$ cat src/rtl/alien_grid_drawer_pkg.sv
// alien_pkg: shared types and constants for the alien grid drawer.
// FSM state and pass encodings, coordinate/color widths, default colors
// and the screen size the group is expected to stay within.
package alien_pkg;

  localparam int X_W     = 10;
  localparam int Y_W     = 9;
  localparam int COLOR_W = 4;

  localparam int SCREEN_W = 640;
  localparam int SCREEN_H = 480;

  localparam logic [COLOR_W-1:0] BG_COLOR_DEF    = 4'd0;
  localparam logic [COLOR_W-1:0] ENEMY_COLOR_DEF = 4'd3;

  typedef enum logic [2:0] {
    S_IDLE,
    S_SCAN,
    S_ISSUE,
    S_WAIT,
    S_FINISH
  } grid_state_t;

  typedef enum logic {
    P_ERASE,
    P_DRAW
  } pass_t;

  // One sprite job as presented to the sprite drawer.
  typedef struct packed {
    logic [X_W-1:0]     x;
    logic [Y_W-1:0]     y;
    logic [COLOR_W-1:0] color;
  } job_t;

endpackage

$ cat src/rtl/alien_grid_drawer_if.sv
// Frame request / sprite job bus between game logic, the grid drawer and
// the single-sprite pixel writer. slave = the grid drawer's view.
interface alien_grid_drawer_if
  import alien_pkg::*;
#(
  parameter int NUM_ALIENS = 20
);
  localparam int IW = $clog2(NUM_ALIENS);

  // frame request side
  logic                  start;
  logic [X_W-1:0]        group_x;
  logic [Y_W-1:0]        group_y;
  logic [NUM_ALIENS-1:0] alive_mask;
  logic                  busy;
  logic                  done;

  // sprite job side
  logic                  sprite_start;
  logic                  sprite_done;
  logic [X_W-1:0]        center_x;
  logic [Y_W-1:0]        center_y;
  logic [COLOR_W-1:0]    color;
  logic [IW-1:0]         which_alien;

  modport slave (
    input  start, group_x, group_y, alive_mask, sprite_done,
    output busy, done, sprite_start, center_x, center_y, color, which_alien
  );

  modport master (
    output start, group_x, group_y, alive_mask, sprite_done,
    input  busy, done, sprite_start, center_x, center_y, color, which_alien
  );

endinterface

$ cat src/rtl/alien_grid_drawer_center_calc.sv
// alien_center_calc: combinational sprite center for alien idx_i of a
// group centered at (gx_i, gy_i). Signed integer math, truncated to the
// coordinate widths with no clamping.
module alien_center_calc
  import alien_pkg::*;
#(
  parameter int NUM_ROWS     = 4,
  parameter int NUM_COLS     = 5,
  parameter int ALIEN_WIDTH  = 40,
  parameter int ALIEN_HEIGHT = 21,
  parameter int ALIEN_GAP    = 21,
  parameter int IW           = 5
) (
  input  logic [IW-1:0]  idx_i,
  input  logic [X_W-1:0] gx_i,
  input  logic [Y_W-1:0] gy_i,
  output logic [X_W-1:0] x_o,
  output logic [Y_W-1:0] y_o
);

  localparam int PITCH_X = ALIEN_WIDTH + ALIEN_GAP;
  localparam int PITCH_Y = ALIEN_HEIGHT + ALIEN_GAP;
  // Middle column sits on the group center; rows are centered vertically.
  localparam int HALF_C  = (NUM_COLS - 1) / 2;
  localparam int Y_OFF   = ((NUM_ROWS - 1) * PITCH_Y) / 2;

  int row;
  int col;

  // Index -> (row, col) -> pixel center.
  always_comb begin
    row = int'(idx_i) / NUM_COLS;
    col = int'(idx_i) % NUM_COLS;
    x_o = X_W'(int'(gx_i) + (col - HALF_C) * PITCH_X);
    y_o = Y_W'(int'(gy_i) - Y_OFF + row * PITCH_Y);
  end

endmodule

$ cat src/rtl/alien_grid_drawer.sv
// alien_grid_drawer: per-frame erase/redraw sequencer for an alien grid.
// On start it diffs the new position/alive mask against the last drawn
// frame and issues only the sprite jobs needed: full erase+redraw on a
// move, erase-only for aliens killed in place.
// Optional feature macro: ALIEN_ROW_COLOR_EN -- draw color becomes
// ROW_COLOR_BASE + row (4-bit wrap) instead of ENEMY_COLOR.
module alien_grid_drawer
  import alien_pkg::*;
#(
  parameter int                 NUM_ROWS       = 4,
  parameter int                 NUM_COLS       = 5,
  parameter int                 ALIEN_WIDTH    = 40,
  parameter int                 ALIEN_HEIGHT   = 21,
  parameter int                 ALIEN_GAP      = 21,
  parameter int                 START_X        = 320,
  parameter int                 START_Y        = 105,
  parameter logic [COLOR_W-1:0] BG_COLOR       = BG_COLOR_DEF,
  parameter logic [COLOR_W-1:0] ENEMY_COLOR    = ENEMY_COLOR_DEF,
  parameter logic [COLOR_W-1:0] ROW_COLOR_BASE = 4'd3
) (
  input  logic                clock,
  input  logic                reset_n,
  alien_grid_drawer_if.slave  bus
);

  localparam int NA = NUM_ROWS * NUM_COLS;
  localparam int IW = $clog2(NA);
  localparam logic [IW-1:0] LAST_IDX = IW'(NA - 1);

  grid_state_t     state_q;
  pass_t           pass_q;
  logic [IW-1:0]   idx_q;
  logic [X_W-1:0]  lat_x_q, prev_x_q;
  logic [Y_W-1:0]  lat_y_q, prev_y_q;
  logic [NA-1:0]   lat_mask_q, prev_mask_q;
  logic [NA-1:0]   erase_set_q, draw_set_q;
  logic            drawn_q;
  job_t            job_q;
  logic [IW-1:0]   which_q;
  logic            sprite_start_q, busy_q, done_q;

  logic            moved;
  logic [NA-1:0]   erase_set_d, draw_set_d;
  logic            in_set;
  grid_state_t     adv_state_d;
  pass_t           adv_pass_d;
  logic [IW-1:0]   adv_idx_d;
  logic [X_W-1:0]  calc_gx, calc_x;
  logic [Y_W-1:0]  calc_gy, calc_y;
  logic [COLOR_W-1:0] job_color;

  // Work selection from the incoming request vs. the last drawn frame.
  always_comb begin
    moved       = (bus.group_x != prev_x_q) || (bus.group_y != prev_y_q) || !drawn_q;
    erase_set_d = '0;
    if (drawn_q)
      erase_set_d = moved ? prev_mask_q : (prev_mask_q & ~bus.alive_mask);
    draw_set_d  = moved ? bus.alive_mask : '0;
  end

  // Step to the next index, rolling into the draw pass or finishing.
  always_comb begin
    adv_state_d = S_SCAN;
    adv_pass_d  = pass_q;
    adv_idx_d   = idx_q + 1'b1;
    if (idx_q == LAST_IDX) begin
      adv_idx_d = '0;
      if (pass_q == P_ERASE) adv_pass_d  = P_DRAW;
      else                   adv_state_d = S_FINISH;
    end
  end

  // Erase jobs use the old position, draw jobs the latched new one.
  always_comb begin
    in_set  = (pass_q == P_ERASE) ? erase_set_q[idx_q] : draw_set_q[idx_q];
    calc_gx = (pass_q == P_ERASE) ? prev_x_q : lat_x_q;
    calc_gy = (pass_q == P_ERASE) ? prev_y_q : lat_y_q;
`ifdef ALIEN_ROW_COLOR_EN
    job_color = (pass_q == P_ERASE) ? BG_COLOR
              : COLOR_W'(int'(ROW_COLOR_BASE) + int'(idx_q) / NUM_COLS);
`else
    job_color = (pass_q == P_ERASE) ? BG_COLOR : ENEMY_COLOR;
`endif
  end

  alien_center_calc #(
    .NUM_ROWS     (NUM_ROWS),
    .NUM_COLS     (NUM_COLS),
    .ALIEN_WIDTH  (ALIEN_WIDTH),
    .ALIEN_HEIGHT (ALIEN_HEIGHT),
    .ALIEN_GAP    (ALIEN_GAP),
    .IW           (IW)
  ) u_calc (
    .idx_i (idx_q),
    .gx_i  (calc_gx),
    .gy_i  (calc_gy),
    .x_o   (calc_x),
    .y_o   (calc_y)
  );

  // Frame sequencer with registered job/status outputs.
  always_ff @(posedge clock) begin
    if (!reset_n) begin
      state_q        <= S_IDLE;
      pass_q         <= P_ERASE;
      idx_q          <= '0;
      lat_x_q        <= X_W'(START_X);
      lat_y_q        <= Y_W'(START_Y);
      lat_mask_q     <= '1;
      prev_x_q       <= X_W'(START_X);
      prev_y_q       <= Y_W'(START_Y);
      prev_mask_q    <= '1;
      drawn_q        <= 1'b0;
      erase_set_q    <= '0;
      draw_set_q     <= '0;
      job_q          <= '{x: '0, y: '0, color: BG_COLOR};
      which_q        <= '0;
      sprite_start_q <= 1'b0;
      busy_q         <= 1'b0;
      done_q         <= 1'b0;
    end else begin
      case (state_q)
        S_IDLE: begin
          if (bus.start) begin
            lat_x_q     <= bus.group_x;
            lat_y_q     <= bus.group_y;
            lat_mask_q  <= bus.alive_mask;
            erase_set_q <= erase_set_d;
            draw_set_q  <= draw_set_d;
            idx_q       <= '0;
            busy_q      <= 1'b1;
            if (erase_set_d == '0 && draw_set_d == '0) begin
              state_q <= S_FINISH;
              done_q  <= 1'b1;
            end else begin
              state_q <= S_SCAN;
              pass_q  <= (erase_set_d != '0) ? P_ERASE : P_DRAW;
            end
          end
        end
        S_SCAN: begin
          if (in_set) begin
            state_q        <= S_ISSUE;
            job_q          <= '{x: calc_x, y: calc_y, color: job_color};
            which_q        <= idx_q;
            sprite_start_q <= 1'b1;
          end else begin
            state_q <= adv_state_d;
            pass_q  <= adv_pass_d;
            idx_q   <= adv_idx_d;
            if (adv_state_d == S_FINISH) done_q <= 1'b1;
          end
        end
        S_ISSUE: begin
          sprite_start_q <= 1'b0;
          state_q        <= S_WAIT;
        end
        S_WAIT: begin
          if (bus.sprite_done) begin
            state_q <= adv_state_d;
            pass_q  <= adv_pass_d;
            idx_q   <= adv_idx_d;
            if (adv_state_d == S_FINISH) done_q <= 1'b1;
          end
        end
        S_FINISH: begin
          prev_x_q    <= lat_x_q;
          prev_y_q    <= lat_y_q;
          prev_mask_q <= lat_mask_q;
          drawn_q     <= 1'b1;
          done_q      <= 1'b0;
          busy_q      <= 1'b0;
          state_q     <= S_IDLE;
        end
        default: state_q <= S_IDLE;
      endcase
    end
  end

  assign bus.sprite_start = sprite_start_q;
  assign bus.center_x     = job_q.x;
  assign bus.center_y     = job_q.y;
  assign bus.color        = job_q.color;
  assign bus.which_alien  = which_q;
  assign bus.busy         = busy_q;
  assign bus.done         = done_q;

endmodule

$ cat src/flat_wrapper.sv
// flat-port wrapper written by rule: the top's interface ports become plain ports
module alien_grid_drawer_flat import alien_pkg::*;
#(
  parameter int                 NUM_ROWS       = 4,
  parameter int                 NUM_COLS       = 5,
  parameter int                 ALIEN_WIDTH    = 40,
  parameter int                 ALIEN_HEIGHT   = 21,
  parameter int                 ALIEN_GAP      = 21,
  parameter int                 START_X        = 320,
  parameter int                 START_Y        = 105,
  parameter logic [COLOR_W-1:0] BG_COLOR       = BG_COLOR_DEF,
  parameter logic [COLOR_W-1:0] ENEMY_COLOR    = ENEMY_COLOR_DEF,
  parameter logic [COLOR_W-1:0] ROW_COLOR_BASE = 4'd3
)
  (clock, reset_n, bus_start, bus_group_x, bus_group_y, bus_alive_mask, bus_sprite_done, bus_busy, bus_done, bus_sprite_start, bus_center_x, bus_center_y, bus_color, bus_which_alien);
  alien_grid_drawer_if bus_i ();
  input  logic clock;
  input  logic reset_n;
  input wire logic [$bits(bus_i.start)-1:0] bus_start;
  input wire logic [$bits(bus_i.group_x)-1:0] bus_group_x;
  input wire logic [$bits(bus_i.group_y)-1:0] bus_group_y;
  input wire logic [$bits(bus_i.alive_mask)-1:0] bus_alive_mask;
  input wire logic [$bits(bus_i.sprite_done)-1:0] bus_sprite_done;
  output wire logic [$bits(bus_i.busy)-1:0] bus_busy;
  output wire logic [$bits(bus_i.done)-1:0] bus_done;
  output wire logic [$bits(bus_i.sprite_start)-1:0] bus_sprite_start;
  output wire logic [$bits(bus_i.center_x)-1:0] bus_center_x;
  output wire logic [$bits(bus_i.center_y)-1:0] bus_center_y;
  output wire logic [$bits(bus_i.color)-1:0] bus_color;
  output wire logic [$bits(bus_i.which_alien)-1:0] bus_which_alien;
  assign bus_i.start = bus_start;
  assign bus_i.group_x = bus_group_x;
  assign bus_i.group_y = bus_group_y;
  assign bus_i.alive_mask = bus_alive_mask;
  assign bus_i.sprite_done = bus_sprite_done;
  assign bus_busy = bus_i.busy;
  assign bus_done = bus_i.done;
  assign bus_sprite_start = bus_i.sprite_start;
  assign bus_center_x = bus_i.center_x;
  assign bus_center_y = bus_i.center_y;
  assign bus_color = bus_i.color;
  assign bus_which_alien = bus_i.which_alien;
  alien_grid_drawer #(.NUM_ROWS(NUM_ROWS), .NUM_COLS(NUM_COLS), .ALIEN_WIDTH(ALIEN_WIDTH), .ALIEN_HEIGHT(ALIEN_HEIGHT), .ALIEN_GAP(ALIEN_GAP), .START_X(START_X), .START_Y(START_Y), .BG_COLOR(BG_COLOR), .ENEMY_COLOR(ENEMY_COLOR), .ROW_COLOR_BASE(ROW_COLOR_BASE)) u_core (.clock(clock), .reset_n(reset_n), .bus(bus_i));
endmodule
$ cat config.mk
export PLATFORM = sky130hd
export DESIGN_NAME = alien_grid_drawer_flat
export DESIGN_NICKNAME = d
export VERILOG_FILES = /design/src/rtl/alien_grid_drawer_pkg.sv /design/src/rtl/alien_grid_drawer_if.sv /design/src/rtl/alien_grid_drawer_center_calc.sv /design/src/rtl/alien_grid_drawer.sv /design/src/flat_wrapper.sv
export SDC_FILE = /design/constraint.sdc
export NUM_CORES = 1
export LEC_CHECK = 0
export ABC_CLOCK_PERIOD_IN_PS = 9990
export CAP_MARGIN = 0
export CORE_MARGIN = 3
export CORE_UTILIZATION = 50
export CTS_BUF_LIST = sky130_fd_sc_hd__clkbuf_8
export DETAILED_ROUTE_END_ITERATION = 16
export GPL_ROUTABILITY_DRIVEN = 0
export GPL_TIMING_DRIVEN = 0
export PLACE_DENSITY = 0.7
export SETUP_SLACK_MARGIN = 0.05
export SLEW_MARGIN = 40
export SYNTH_ARGS = -nofsm -noshare
export SYNTH_HDL_FRONTEND = slang
export SYNTH_SLANG_ARGS = --single-unit
$ cat constraint.sdc
create_clock -name clock -period 9.99 [get_ports clock]
set_input_delay 1.998 -clock clock [delete_from_list [all_inputs] [get_ports clock]]
set_output_delay 1.998 -clock clock [all_outputs]
set_load 0.01 [all_outputs]
==> results.json <==
{
  "seqCellArea_um2": 3120,
  "rr_startpoint": "u_core.idx_q[2]",
  "maxCapViolations": 0,
  "fillers": 1718,
  "grt_use_total_pct": 25.8,
  "cts_buffers": 17,
  "slew_viol_final": 0,
  "post_drt_wl_per_cell_um": 17.7,
  "synthFlopType": "dfxtp_1",
  "postRouteAntennaNets": 0,
  "grt_overflow": 0,
  "drtIter0Drc": 578,
  "worstHoldEndpoint": "u_core.draw_set_q[10]",
  "cts_hold_buf": 0,
  "rrSetupSlack_ns": 1.60,
  "core-area_um2": 18100,
  "grt_pass1_wl_um": 41300,
  "tritoncts": "done",
  "critPathMaxStageDelay_ns": 0.54,
  "synth_warnings": 0,
  "netlist-cell-type-count": 75,
  "hold_class": "flip-flop to flip-flop",
  "cts.htree.levels": 4,
  "rows": 49,
  "powerDensity_nw_per_um2": 143,
  "port_buffers": 71,
  "cp-start-kind": "flip-flop",
  "final_core_util_pct": 59.1,
  "area_growth_pct": 15.1,
  "relSlewSlack_pct": 52.7,
  "p_leak_nw": 4.32,
  "postCtsSetupRepairBufs": 0,
  "min_period_over_period_pct": 84.0,
  "die_y_um": 143,
  "layout_common_cells": "nand2_1, dfxtp_1, a21oi_1",
  "cts.clk_slew.worst_paths_ns": 0.10,
  "status": "complete, no violations",
  "peakVddDrop_mv": 0.0951,
  "worstSetupEndpointType": "flip-flop",
  "rsz0062_at_grt": "false",
  "whs_path_depth": 2,
  "crit_type": "flip-flop to flip-flop",
  "fin_area_um2": 10700,
  "drive_above_1_share_pct": 6.99,
  "worst_path_max_delay_cell": "fa_1",
  "setup_violations": 0,
  "clk_path_buf_depth": 2,
  "dpl_cell_area_um2": 10300,
  "dr.pass1.iters": 6,
  "nets": 1330,
  "final_common_cell": "nand2_1",
  "grt_max_degree": 19,
  "r2r_cells": 33,
  "wirelength_um": 25900,
  "fmaxAchievable_ghz": 0.119,
  "antenna_found_initial": 0,
  "cts_resized": 0,
  "ys_ff_latch": 156,
  "drc_errors": 0,
  "hpwl_um": 19600,
  "worst_slew_pin_slew_ns": 0.709,
  "async_reset_ff_share_pct": 0,
  "required_ns": 10.34,
  "timing.rr.end": "u_core.bus.center_x[9]",
  "pre_cts_ws_ns": 1.59,
  "clk_latency_ns": 0.47,
  "n_antenna_cell": 0,
  "syn-cell-area_um2": 9320,
  "hold_violations": 0,
  "cpMostUsedCell": "ha_1",
  "via_count": 8317,
  "hold_start": "u_core.draw_set_q[10]",
  "avgViaCountPerCell": 5.70,
  "clock-root-buffer": "clkbuf_8",
  "skew_ns": 0.0132,
  "dieArea_um2": 20300,
  "ys_seq_area_share_pct": 33.5,
  "grt_pass1_vias": 7792,
  "crit_fanout": 10,
  "synth-edff-count": 0,
  "start_util_pct": 51.3,
  "period_minus_slack_ns": 8.39,
  "setup_tns_ns": 0,
  "final.setup.worst_slack_ns": 1.60,
  "cp_data_arrival_time_ns": 8.74,
  "multi_input_area_um2": 5560,
  "syn_area_per_cell_um2": 8.27,
  "die_w_um": 143,
  "postSynthCellCount": 1126,
  "clkSinkCount": 156,
  "ioPinCount": 74
}
## where the power goes
group / switching, mW / internal [mW]
Clock: 0.289 / 0.191
Combinational: 0.211 / 0.174
Sequential: 0.0162 / 0.650
Total: 0.516 / 1.01
## cell type report
type	count	area share [%]
Multi-Input combinational cell	823	51.9
Sequential cell	156	29.1
Timing Repair Buffer	71	6.63
Buffer	74	3.34
Tap cell	229	2.67
Inverter	74	2.59
Clock buffer	17	2.18
Clock inverter	15	1.62
## per-stage QoR
step | power [mW] | cells | hold slack [ns]
floorplan | 0.951 | 1127 | 0.427
finish | 1.53 | 1459 | 0.453
global route | 1.61 | 1459 | 0.465
CTS | 1.53 | 1459 | 0.454
global placement | 1.06 | 1427 | 0.434
detailed placement | 1.06 | 1427 | 0.441
## critical path: cells and delay by family (launching register included)
| family | cells | cell delay (ns) |
|---|---|---|
| AO/OA/AOI/OAI | 11 | 2.85 |
| XOR/XNOR | 2 | 0.58 |
| adder cells (fa/ha/maj) | 7 | 2.55 |
| buffers and inverters | 6 | 0.91 |
| flip-flops | 1 | 0.32 |
| AND/OR/NAND/NOR | 7 | 1.05 |
## per-layer routing
metal	global-route usage (%)	vias up	wire length, um
met5	0	-	0
met4	7.90	0	542
met3	4.27	41	1370
met2	40.9	246	12100
met1	36.3	3966	11900
li1	-	4064	-
## state kept, by name, indices dropped and copies added (netlist names), 3 cells and up
name	count
u_core.lat_y_q	9
u_core.idx_q	5
u_core.lat_mask_q	20
u_core.lat_x_q	10
u_core.prev_y_q	9
u_core.erase_set_q	20
u_core.state_q	3
u_core.draw_set_q	20
u_core.prev_x_q	10
u_core.bus.which_alien	5
u_core.prev_mask_q	20
u_core.bus.center_x	10
u_core.bus.center_y	9
## how the worst max path moves through the flow
stage | from | endpoint | slack [ns] | cells past startpoint
final | u_core.idx_q[2] | u_core.bus.center_x[9] | 1.60 | 33
after global routing | u_core.idx_q[2] | u_core.bus.center_x[9] | 0.98 | 33
after CTS | u_core.idx_q[2] | u_core.bus.center_x[9] | 1.58 | 33
after detailed placement | u_core.idx_q[2] | u_core.bus.center_x[9] | 1.59 | 33
after global placement | u_core.idx_q[2] | u_core.bus.center_x[9] | 1.61 | 33
after floorplan | u_core.idx_q[2] | u_core.bus.center_x[9] | 2.70 | 33
## synth_stat cells (9+ instances only)
| master | number | area, um^2 |
|---|---|---|
| nand2_1 | 219 | 822 |
| dfxtp_1 | 156 | 3120 |
| a21oi_1 | 94 | 470 |
| inv_1 | 73 | 274 |
| nor2_1 | 55 | 206 |
| ha_1 | 51 | 638 |
| clkbuf_1 | 49 | 184 |
| nand3_1 | 48 | 240 |
| xnor2_1 | 43 | 377 |
| mux2i_1 | 31 | 310 |
| nand4_1 | 28 | 175 |
| fa_1 | 19 | 380 |
| o211ai_1 | 19 | 143 |
| o21ai_0 | 18 | 90.1 |
| nor3_1 | 16 | 80.1 |
| mux2_2 | 14 | 158 |
| nand3b_1 | 13 | 97.6 |
| nor4_1 | 10 | 62.6 |
| o21ai_1 | 10 | 50.1 |
| xor2_1 | 9 | 78.8 |
## kinds of logic (layout without fill, tap and decap cells)
group	after synthesis	in the layout	share of synthesized area, %
buffers and inverters	148	251	6.82
AND/OR/NAND/NOR	439	439	21.9
AO/OA/AOI/OAI	203	203	13.8
other	1	2	0.0403
multiplexers	55	55	7.76
adder cells (fa/ha/maj)	71	71	11.0
flip-flops	156	156	33.5
XOR/XNOR	53	53	5.14
No activity file was read; power rests on OpenSTA's default activity.
